File: config.mk
export PLATFORM = sky130hd
export DESIGN_NAME = srp_out_buff_reader
export DESIGN_NICKNAME = d
export VERILOG_FILES = /design/src/rtl/srp_rd_pkg.sv /design/src/rtl/srp_out_buff_reader_fifo.sv /design/src/rtl/srp_out_buff_reader.sv
export SDC_FILE = /design/constraint.sdc
export NUM_CORES = 1
export LEC_CHECK = 0
export ABC_AREA = 1
export BUFFER_PORTS_ARGS = -buffer_cell sky130_fd_sc_hd__buf_2
export CORE_MARGIN = 2
export CORE_UTILIZATION = 45
export DETAILED_ROUTE_END_ITERATION = 10
export HOLD_SLACK_MARGIN = 0.1
export PLACE_DENSITY_LB_ADDON = 0.15
export SLEW_MARGIN = 20
export SYNTH_ARGS = -nofsm -noshare
export SYNTH_HDL_FRONTEND = slang
export SYNTH_SLANG_ARGS = --single-unit
File: constraint.sdc
create_clock -name clk -period 4 [get_ports clk]
set_input_delay 1 -clock clk [delete_from_list [all_inputs] [get_ports clk]]
set_output_delay 1 -clock clk [all_outputs]
set_load 0.01 [all_outputs]
File: src/rtl/srp_rd_pkg.sv
// srp_rd_pkg: shared constants, FSM state encoding and a small credit helper
// for the output-buffer reader (srp_out_buff_reader) and its skid FIFO.
package srp_rd_pkg;

    // Default geometry of the output buffer RAM.
    localparam int SRP_DEPTH = 768;
    localparam int SRP_AW    = 10;
    localparam int SRP_DW    = 8;

    // Number of entries in the read-data skid FIFO.
    localparam int SRP_FIFO_DEPTH = 2;

    // Reader FSM state encoding.
    typedef logic [1:0] state_t;
    localparam state_t IDLE  = 2'd0;
    localparam state_t READ  = 2'd1;
    localparam state_t DRAIN = 2'd2;

    // Slots that will still be committed after this cycle: the read in flight
    // plus buffered entries, minus the beat the consumer takes this cycle.
    function automatic logic [1:0] slots_in_use(input logic       pend,
                                                input logic [1:0] cnt,
                                                input logic       pop);
        return {1'b0, pend} + cnt - {1'b0, pop};
    endfunction

endpackage

File: src/rtl/srp_out_buff_reader_fifo.sv
// srp_skid_fifo2: two-entry FIFO holding RAM read data plus an end-of-pass
// flag. The head entry stays put until popped, so the stream output is
// stable while the consumer stalls.
module srp_skid_fifo2
    import srp_rd_pkg::*;
#(
    parameter int DW = SRP_DW
) (
    input  logic          clk,
    input  logic          rst_n,
    input  logic          push,
    input  logic [DW-1:0] push_data,
    input  logic          push_last,
    input  logic          pop,
    output logic          out_valid,
    output logic [DW-1:0] out_data,
    output logic          out_last,
    output logic [1:0]    count
);

    localparam logic [1:0] FULL_CNT = 2'(SRP_FIFO_DEPTH);

    logic [DW:0] mem_q [SRP_FIFO_DEPTH];
    logic [DW:0] mem_d [SRP_FIFO_DEPTH];
    logic        wr_ptr_q, wr_ptr_d;
    logic        rd_ptr_q, rd_ptr_d;
    logic [1:0]  count_q, count_d;
    logic        pop_ok;
    logic        push_ok;

    assign pop_ok  = pop && (count_q != 2'd0);
    assign push_ok = push && ((count_q != FULL_CNT) || pop_ok);

    // Next-state for storage, pointers and occupancy.
    always_comb begin
        for (int i = 0; i < SRP_FIFO_DEPTH; i++) begin
            mem_d[i] = mem_q[i];
        end
        wr_ptr_d = wr_ptr_q;
        rd_ptr_d = rd_ptr_q;
        if (push_ok) begin
            mem_d[wr_ptr_q] = {push_last, push_data};
            wr_ptr_d        = ~wr_ptr_q;
        end
        if (pop_ok) begin
            rd_ptr_d = ~rd_ptr_q;
        end
        count_d = count_q + {1'b0, push_ok} - {1'b0, pop_ok};
    end

    // FIFO registers, cleared by reset.
    always_ff @(posedge clk or negedge rst_n) begin
        if (!rst_n) begin
            for (int i = 0; i < SRP_FIFO_DEPTH; i++) begin
                mem_q[i] <= '0;
            end
            wr_ptr_q <= 1'b0;
            rd_ptr_q <= 1'b0;
            count_q  <= 2'd0;
        end else begin
            for (int i = 0; i < SRP_FIFO_DEPTH; i++) begin
                mem_q[i] <= mem_d[i];
            end
            wr_ptr_q <= wr_ptr_d;
            rd_ptr_q <= rd_ptr_d;
            count_q  <= count_d;
        end
    end

    assign out_valid = (count_q != 2'd0);
    assign out_data  = mem_q[rd_ptr_q][DW-1:0];
    assign out_last  = mem_q[rd_ptr_q][DW] & out_valid;
    assign count     = count_q;

endmodule

File: src/rtl/srp_out_buff_reader.sv
// srp_out_buff_reader: streams len bytes out of the output buffer RAM
// (addresses 0..len-1) onto a valid/ready stream with m_last on the final
// beat and a done pulse once that beat is taken.
// Optional feature macro SRP_RD_LOOP_EN adds the rpt input: when rpt is high
// as the final address issues, addressing wraps and the pass repeats.
module srp_out_buff_reader
    import srp_rd_pkg::*;
#(
    parameter int DEPTH = SRP_DEPTH,
    parameter int AW    = SRP_AW,
    parameter int DW    = SRP_DW
) (
    input  logic          clk,
    input  logic          rst_n,
    input  logic          start,
    input  logic [AW-1:0] len,
`ifdef SRP_RD_LOOP_EN
    input  logic          rpt,
`endif
    output logic          bram_en,
    output logic          bram_we,
    output logic [AW-1:0] bram_addr,
    input  logic [DW-1:0] bram_dout,
    output logic [DW-1:0] m_data,
    output logic          m_valid,
    output logic          m_last,
    input  logic          m_ready,
    output logic          busy,
    output logic          done
);

    localparam logic [AW:0]   DEPTH_W    = (AW+1)'(DEPTH);
    localparam logic [AW-1:0] DEPTH_LAST = AW'(DEPTH - 1);

    state_t        state_q, state_d;
    logic [AW-1:0] addr_q, addr_d;
    logic [AW-1:0] last_addr_q, last_addr_d;
    logic          rd_pend_q, rd_pend_d;
    logic          rd_last_q, rd_last_d;
    logic          done_q, done_d;

    logic          start_ok;
    logic          len_over;
    logic [AW-1:0] len_last;
    logic          at_final;
    logic          rd_issue;
    logic          rpt_now;
    logic          drain_done;

    logic          fifo_valid;
    logic [DW-1:0] fifo_data;
    logic          fifo_last;
    logic [1:0]    fifo_count;
    logic          fifo_pop;

`ifdef SRP_RD_LOOP_EN
    assign rpt_now = rpt;
`else
    assign rpt_now = 1'b0;
`endif

    // A start only counts while idle; a busy pass ignores it.
    assign start_ok = start && (state_q == IDLE);

    // Final address of the pass, with oversize lengths clamped to the buffer.
    assign len_over = ({1'b0, len} > DEPTH_W);
    assign len_last = len_over ? DEPTH_LAST : (len - AW'(1));

    assign at_final = (addr_q == last_addr_q);
    assign fifo_pop = fifo_valid && m_ready;

    // Issue only when the data it returns is guaranteed a FIFO slot; counting
    // this cycle's pop lets a ready consumer sustain one beat per cycle.
    assign rd_issue = (state_q == READ) &&
                      (slots_in_use(rd_pend_q, fifo_count, fifo_pop) < 2'd2);

    // The pass is over once its final beat leaves and nothing else is queued.
    assign drain_done = (state_q == DRAIN) && fifo_pop && fifo_last &&
                        (fifo_count == 2'd1) && !rd_pend_q;

    // Reader FSM, address counter and read pipeline bookkeeping.
    always_comb begin
        state_d     = state_q;
        addr_d      = addr_q;
        last_addr_d = last_addr_q;
        done_d      = 1'b0;
        rd_pend_d   = rd_issue;
        rd_last_d   = rd_issue && at_final;
        case (state_q)
            IDLE: begin
                if (start_ok) begin
                    if (len == '0) begin
                        done_d = 1'b1;
                    end else begin
                        state_d     = READ;
                        addr_d      = '0;
                        last_addr_d = len_last;
                    end
                end
            end
            READ: begin
                if (rd_issue) begin
                    if (at_final) begin
                        if (rpt_now) begin
                            addr_d = '0;
                        end else begin
                            state_d = DRAIN;
                        end
                    end else begin
                        addr_d = addr_q + AW'(1);
                    end
                end
            end
            DRAIN: begin
                if (drain_done) begin
                    state_d = IDLE;
                    done_d  = 1'b1;
                end
            end
            default: begin
                state_d = IDLE;
            end
        endcase
    end

    // Control registers; reset abandons any pass in progress.
    always_ff @(posedge clk or negedge rst_n) begin
        if (!rst_n) begin
            state_q     <= IDLE;
            addr_q      <= '0;
            last_addr_q <= '0;
            rd_pend_q   <= 1'b0;
            rd_last_q   <= 1'b0;
            done_q      <= 1'b0;
        end else begin
            state_q     <= state_d;
            addr_q      <= addr_d;
            last_addr_q <= last_addr_d;
            rd_pend_q   <= rd_pend_d;
            rd_last_q   <= rd_last_d;
            done_q      <= done_d;
        end
    end

    // Registered RAM data arrives one cycle after the read and lands here.
    srp_skid_fifo2 #(
        .DW(DW)
    ) u_fifo (
        .clk       (clk),
        .rst_n     (rst_n),
        .push      (rd_pend_q),
        .push_data (bram_dout),
        .push_last (rd_last_q),
        .pop       (fifo_pop),
        .out_valid (fifo_valid),
        .out_data  (fifo_data),
        .out_last  (fifo_last),
        .count     (fifo_count)
    );

    assign bram_en   = rd_issue;
    assign bram_we   = 1'b0;
    assign bram_addr = addr_q;
    assign m_valid   = fifo_valid;
    assign m_data    = fifo_data;
    assign m_last    = fifo_last;
    assign busy      = (state_q != IDLE);
    assign done      = done_q;

endmodule

# Word-level counts from Yosys, hierarchy flattened
# Index checks and enable logic that the tools add are counted.
# word_totals
regBits	47
elab_cells	82
in_bits	22
# op_classes
n_reduce_logical	21
magnitude_cmp	5
muxes	22
bitwise	6
eq_ne	11
n_addsub	6
# ops
operator	n
$mux W10	5
$mux W9	4
$pmux W10 S2	1
$bwmux W18	1
$ne A2 B2 Y1 const B	7
$logic_and A1 B1 Y1	11
$add A10 B1 Y10 const B	1
$eq A10 B10 Y1	1
$gt A10 B10 Y1 const B	1
$logic_not A10 Y1	1
$mux W2	5
$reduce_and A5 Y1	2
$sub A10 B1 Y10 const B	1
$demux W9 S1	1
$pmux W2 S3	1
$reduce_bool A2 Y1	3
$eq A2 B1 Y1 const B	2
$ge A2 B2 Y1 const B	2
$not A1 Y2	2
$sub A2 B1 Y2	2
$mux W1	3
$not A1 Y1	3
$reduce_and A3 Y1	1
$add A1 B2 Y2	1
other kinds (9)	9

# Depth between registers and ports, before layout
# logic_depth
ltp_word	10
mapped_depth	14
mapped_depth_nobuf	13

# Hierarchy
# A second synthesis with hierarchy kept.
# hier_totals
cells_unflattened	387
area_unflattened_um2	2803.9
# by_module_without_submodules
mod	instances	area_each_um2	cells_each	seq_area_each_um2
srp_out_buff_reader	1	1721.7	255	625.6
srp_skid_fifo2	1	1082.3	132	550.5

# Worst setup path after synthesis
# OpenSTA, ideal clock, no wires.
# synth_timing
path_type	input-to-output
from	input port m_ready
to	output port bram_en
t_arrival_ns	1.903
stages	8
setup_slack_ns	1.097
path_buffers	0
cell_sequence	inv_1 > nor2_1 > ha_1 > nor2_1 > nand3_1 > nand2_1 > inv_1 > nor2_1
# synth_between
elab_chain_len	4
# synth_lines
element	line	source
start: declaration	srp_out_buff_reader.sv:27	input logic m_ready,
$logic_and A1 B1 Y1	srp_out_buff_reader.sv:70	assign fifo_pop = fifo_valid && m_ready;
$sub A2 B1 Y2	srp_rd_pkg.sv:24	return {1'b0, pend} + cnt - {1'b0, pop};
$lt A2 B2 Y1	srp_out_buff_reader.sv:75	(slots_in_use(rd_pend_q, fifo_count, fifo_pop) < 2'd2);
$logic_and A1 B1 Y1	srp_out_buff_reader.sv:74	assign rd_issue = (state_q == READ) &&
end: declaration	srp_out_buff_reader.sv:20	output logic bram_en,
# No other way between the ends.

# Worst setup path after layout
# Same ends and word-level chain as after synthesis.

==> summary.md <==
| Metric | Value |
|---|---|
| Clock buffers created by TritonCTS | 5 |
| Worst slew margin | about three fifths |
| Multiplexer share of the synthesized area | 0% |
| Overflow left after global routing | 0 |
| Sum of negative setup slack | 0 ps |
| Critical path peak fanout | 3 |
| Buffers from clock root to sink, at most | 2 |
| EDFF count, synth | 0 |
| Part of the total power dissipated in the clock network | between 10% and 20% |
| Slew Viols, Final | 0 |
| Sinks on Clock Net | 47 |
| M1 wire length | around 2700 µm |
| Final cell area excluding filler cells | around 0.0030 mm² |
| Full die area | 0.00655 mm² |
| Share of the synthesized netlist area taken by xor and xnor gates | 5.92% |
| H-tree levels | 2 |
| Count of mapped cells out of synthesis | 363 |
| First-pass iteration count of the detailed router | 4 |
| Number of filler instances in the final layout | ~600 |
| Setup repair after global routing missed its margin | no |
| Result of the run | finished, final reports clean |
| Antenna violations before repair | 0 |
| Most common flop cell mapped by yosys | dfrtp_1 |
| Drc violations | 0 |
| Net count after synthesis | ~390 |
| Fraction of the mapped netlist area in simple logic gates | roughly a third |
| Core area | ~0.0058 mm² |
| Via count of the first global-routing pass | about 2200 |
| Proportion of power drawn by flip-flops and latches | between 30% and 40% |
| Port Buffers | between 40 and 50 |
| Largest net degree at the start of global routing | 48 |
| Number of failing hold endpoints at the final stage | 0 |
| Starting utilization of the core area | between 40% and 50% |
| Vertical extent of the die | between 80 and 90 µm |
| Met2 wire length | roughly 2600 µm |
| Number of distinct library cells after synthesis | 28 |
| Total Routed Length | between 5000 and 6000 µm |
| Data arrival time of the worst path | 2180 ps |
| Internal | 0.00114 W |
| Synth Area per Inst | approximately 7.3 µm² |
| Switching power summed over all nets | around 0.00083 W |
| CTS tree | done |
| Fraction of final layout cells with drive strength greater than 1 | roughly 17% |
| Clock latency at the later pin of the worst-skew pair | approximately 300 ps |
| Async set-or-reset flop fraction in the synthesized netlist | between 90% and 100% |
| Layout-stage area growth over the synthesis result | 13.7% |
| GRT Overall Usage | approximately a fifth |
| Post-CTS repair timing setup buffer count | 0 |
| Part of the power in combinational logic | between 40 and 50% |
| Post-synthesis adder-cell area fraction | between 2 and 3% |
| Final number of setup-violating endpoints | 0 |
| Crit path capture type | output pin |
| Highest attainable clock frequency | between 0.3 and 0.4 GHz |
| Worst Path Required | approximately 3000 ps |
| Type of the worst min-delay path | reg2reg |
| Hold-fix buffer count after cts | 0 |
| Final cycle utilization of the critical path | ~80% |
| Worst path cell trace | buf_2 -> inv_1 -> nor2_1 -> ha_1 -> nor2_1 -> nand3_1 -> nand2_1 -> inv_1 -> nor2_1 -> buf_2 |
| Reported leakage power | approximately 1.6 nW |
| Clock period minus worst slack | about 3200 ps |
| I/O pin cnt | 46 |
| Fraction of power spent switching nets | between 40% and 50% |
| Total buffers and inverters traversed by the critical path | 4 |
| Sequential-to-total area share from yosys stat | roughly 44% |
| Hold Crit Start | u_fifo.mem_q[2] |
| Synth Warn # | 0 |
| Path type of the worst setup path | in2out |
| Max Cap Violations | 0 |
| Number of gates resized after cts | 0 |
| Half-perimeter wire length after placement | between 4000 and 5000 µm |
| Worst-path clk slew | approximately 90 ps |
| Number of routed nets with antenna violations | 0 |
| Crit path top cell by count | nor2_1 |
| Number of synthesized register bits | 47 |
| Number of antenna diodes | 0 |
| Measured slew at the worst slew-check pin | 626 ps |
| Root buffer selected by CTS | clkbuf_8 |
| Avg Vias per Cell | 4.77 |
| Main combinational cell family by area after synthesis | simple AND/OR/NAND/NOR gates |
| Cell Pwr Density | approximately 650 mW/mm² |
| Total number of placement rows | 28 |
| Highest metal layer with signal wires | met4 |
| Vias after detailed routing | approximately 2300 |
| Number of DRC markers after the initial detailed-route iteration | 96 |
| Critical Path Start Type | input pin |
| Instance area after placement | 0.00292 mm² |
| Clock tree skew after final layout | 4.04 ps |
| Critical register-to-register path startpoint | u_fifo.count[1] |
| Worst path max stage delay | ~270 ps |
| Max IR drop VDD | roughly 320 µV |
| Worst setup path startpoint | m_ready |
| Length of routed met3 wiring | about 190 µm |
| First-pass GRT wire length | 9830 µm |
| Wire per inst | 11.4 µm |
| Number of nets in the finished design | about 430 |
| Post-Syn Area | between 0.002 and 0.003 mm² |
| Routability Congestion | ~0.81 |
| Synth Area in Compound Gates | under 10% |
| Post-route total power | slightly below 0.002 W |
| Die boundary width | ~81 µm |
| Slowest stage cell, crit path | ha_1 |
| Cell family with the largest share of critical-path delay | simple AND/OR/NAND/NOR gates |
-- cell usage after synthesis, types with 3 or more instances --
cell | number | area [µm²]
inv_1 | 35 | 131
xnor2_1 | 10 | 87.6
buf_4 | 3 | 22.5
nand2_2 | 3 | 18.8
xor2_1 | 8 | 70.1
buf_2 | 5 | 25.0
o21ai_1 | 11 | 55.1
nor2_1 | 39 | 146
o21ai_0 | 13 | 65.1
nor2_2 | 4 | 25.0
ha_1 | 6 | 75.1
nand3_1 | 18 | 90.1
nand4_1 | 3 | 18.8
dfrtp_1 | 47 | 1180
a22oi_1 | 4 | 30.0
inv_2 | 6 | 22.5
nor3_1 | 5 | 25.0
a21oi_1 | 4 | 20.0
nand2_1 | 129 | 484
-- sequential cells by signal (all words and copies together), names as in the netlist --
register / cells
done: 1
bram_addr: 10
u_fifo.rd_ptr_q: 1
state_q: 2
rd_last_q: 1
last_addr_q: 10
rd_pend_q: 1
u_fifo.wr_ptr_q: 1
u_fifo.count: 2
u_fifo.mem_q: 18
-- cells in the final DEF, fill, tap and decap left out, types with 6 or more instances in the layout --
cell	n
nand2_1	129
dfrtp_1	47
buf_2	43
nor2_1	39
inv_1	35
nand3_1	18
o21ai_0	13
o21ai_1	11
xnor2_1	10
xor2_1	8
inv_2	6
ha_1	6
-- cell type report --
cell class	count	area [µm²]	area share [%]
inverters	42	158	5.20
clock inverters	3	43.8	1.45
well taps	75	93.8	3.10
flip-flops and latches	47	1180	38.8
repair buffers	44	223	7.35
clock buffers	5	68.8	2.27
multi-input cells	264	1270	41.8
-- metrics by stage --
stage / hold slack, ps / worst slack [ps] / instances / utilization [%]
floorplan: 453 / 1100 / 363 / -
global placement: 468 / 909 / 472 / 50.1
detailed placement: 476 / 821 / 472 / 50.1
CTS: 499 / 811 / 480 / 52.1
global route: 520 / 686 / 480 / 52.1
finish: 494 / 818 / 480 / 52.1
-- power groups by stage --
| stage | logic (W) | registers, W | clock network, W |
|---|---|---|---|
| after global placement | 0.000825 | 0.000791 | 0 |
| after global routing | 0.000974 | 0.000812 | 0.000382 |
| after CTS | 0.000844 | 0.000783 | 0.000364 |
| final | 0.000831 | 0.000784 | 0.000352 |
| after detailed placement | 0.000842 | 0.000791 | 0 |
| after floorplan | 0.000674 | 0.000748 | 0 |
-- metal layers --
layer	GRT usage [%]	vias up
li1	-	1202
met1	25.4	1053
met2	32.1	30
met3	3.56	4
met4	4.58	0
met5	0	-
-- worst min-delay path, cell delays in order, from the launching register on --
cell and delay [ps]:
dfrtp_1 350, nand2_1 50, o21ai_0 60
-- path summary, 6_finish.rpt --
path,endpoint,slack (ps),depth (start not counted)
max,bram_en,820,10
min,u_fifo.mem_q[2],490,2
max reg2reg,bram_addr[5],1710,11
min reg2reg,u_fifo.mem_q[2],490,2
max in group asynchronous,bram_addr[1],2910,1
min in group asynchronous,u_fifo.count[1],690,1
-- cell families after synthesis --
| family | Yosys count |
|---|---|
| buffers and inverters | 52 |
| adders and majority gates | 6 |
| DFF | 47 |
| other | 1 |
| AOI/OAI and AO/OA | 34 |
| and+or+nand+nor | 205 |
| xor gates and xnor gates | 18 |
(Power assumes the default switching activity.)
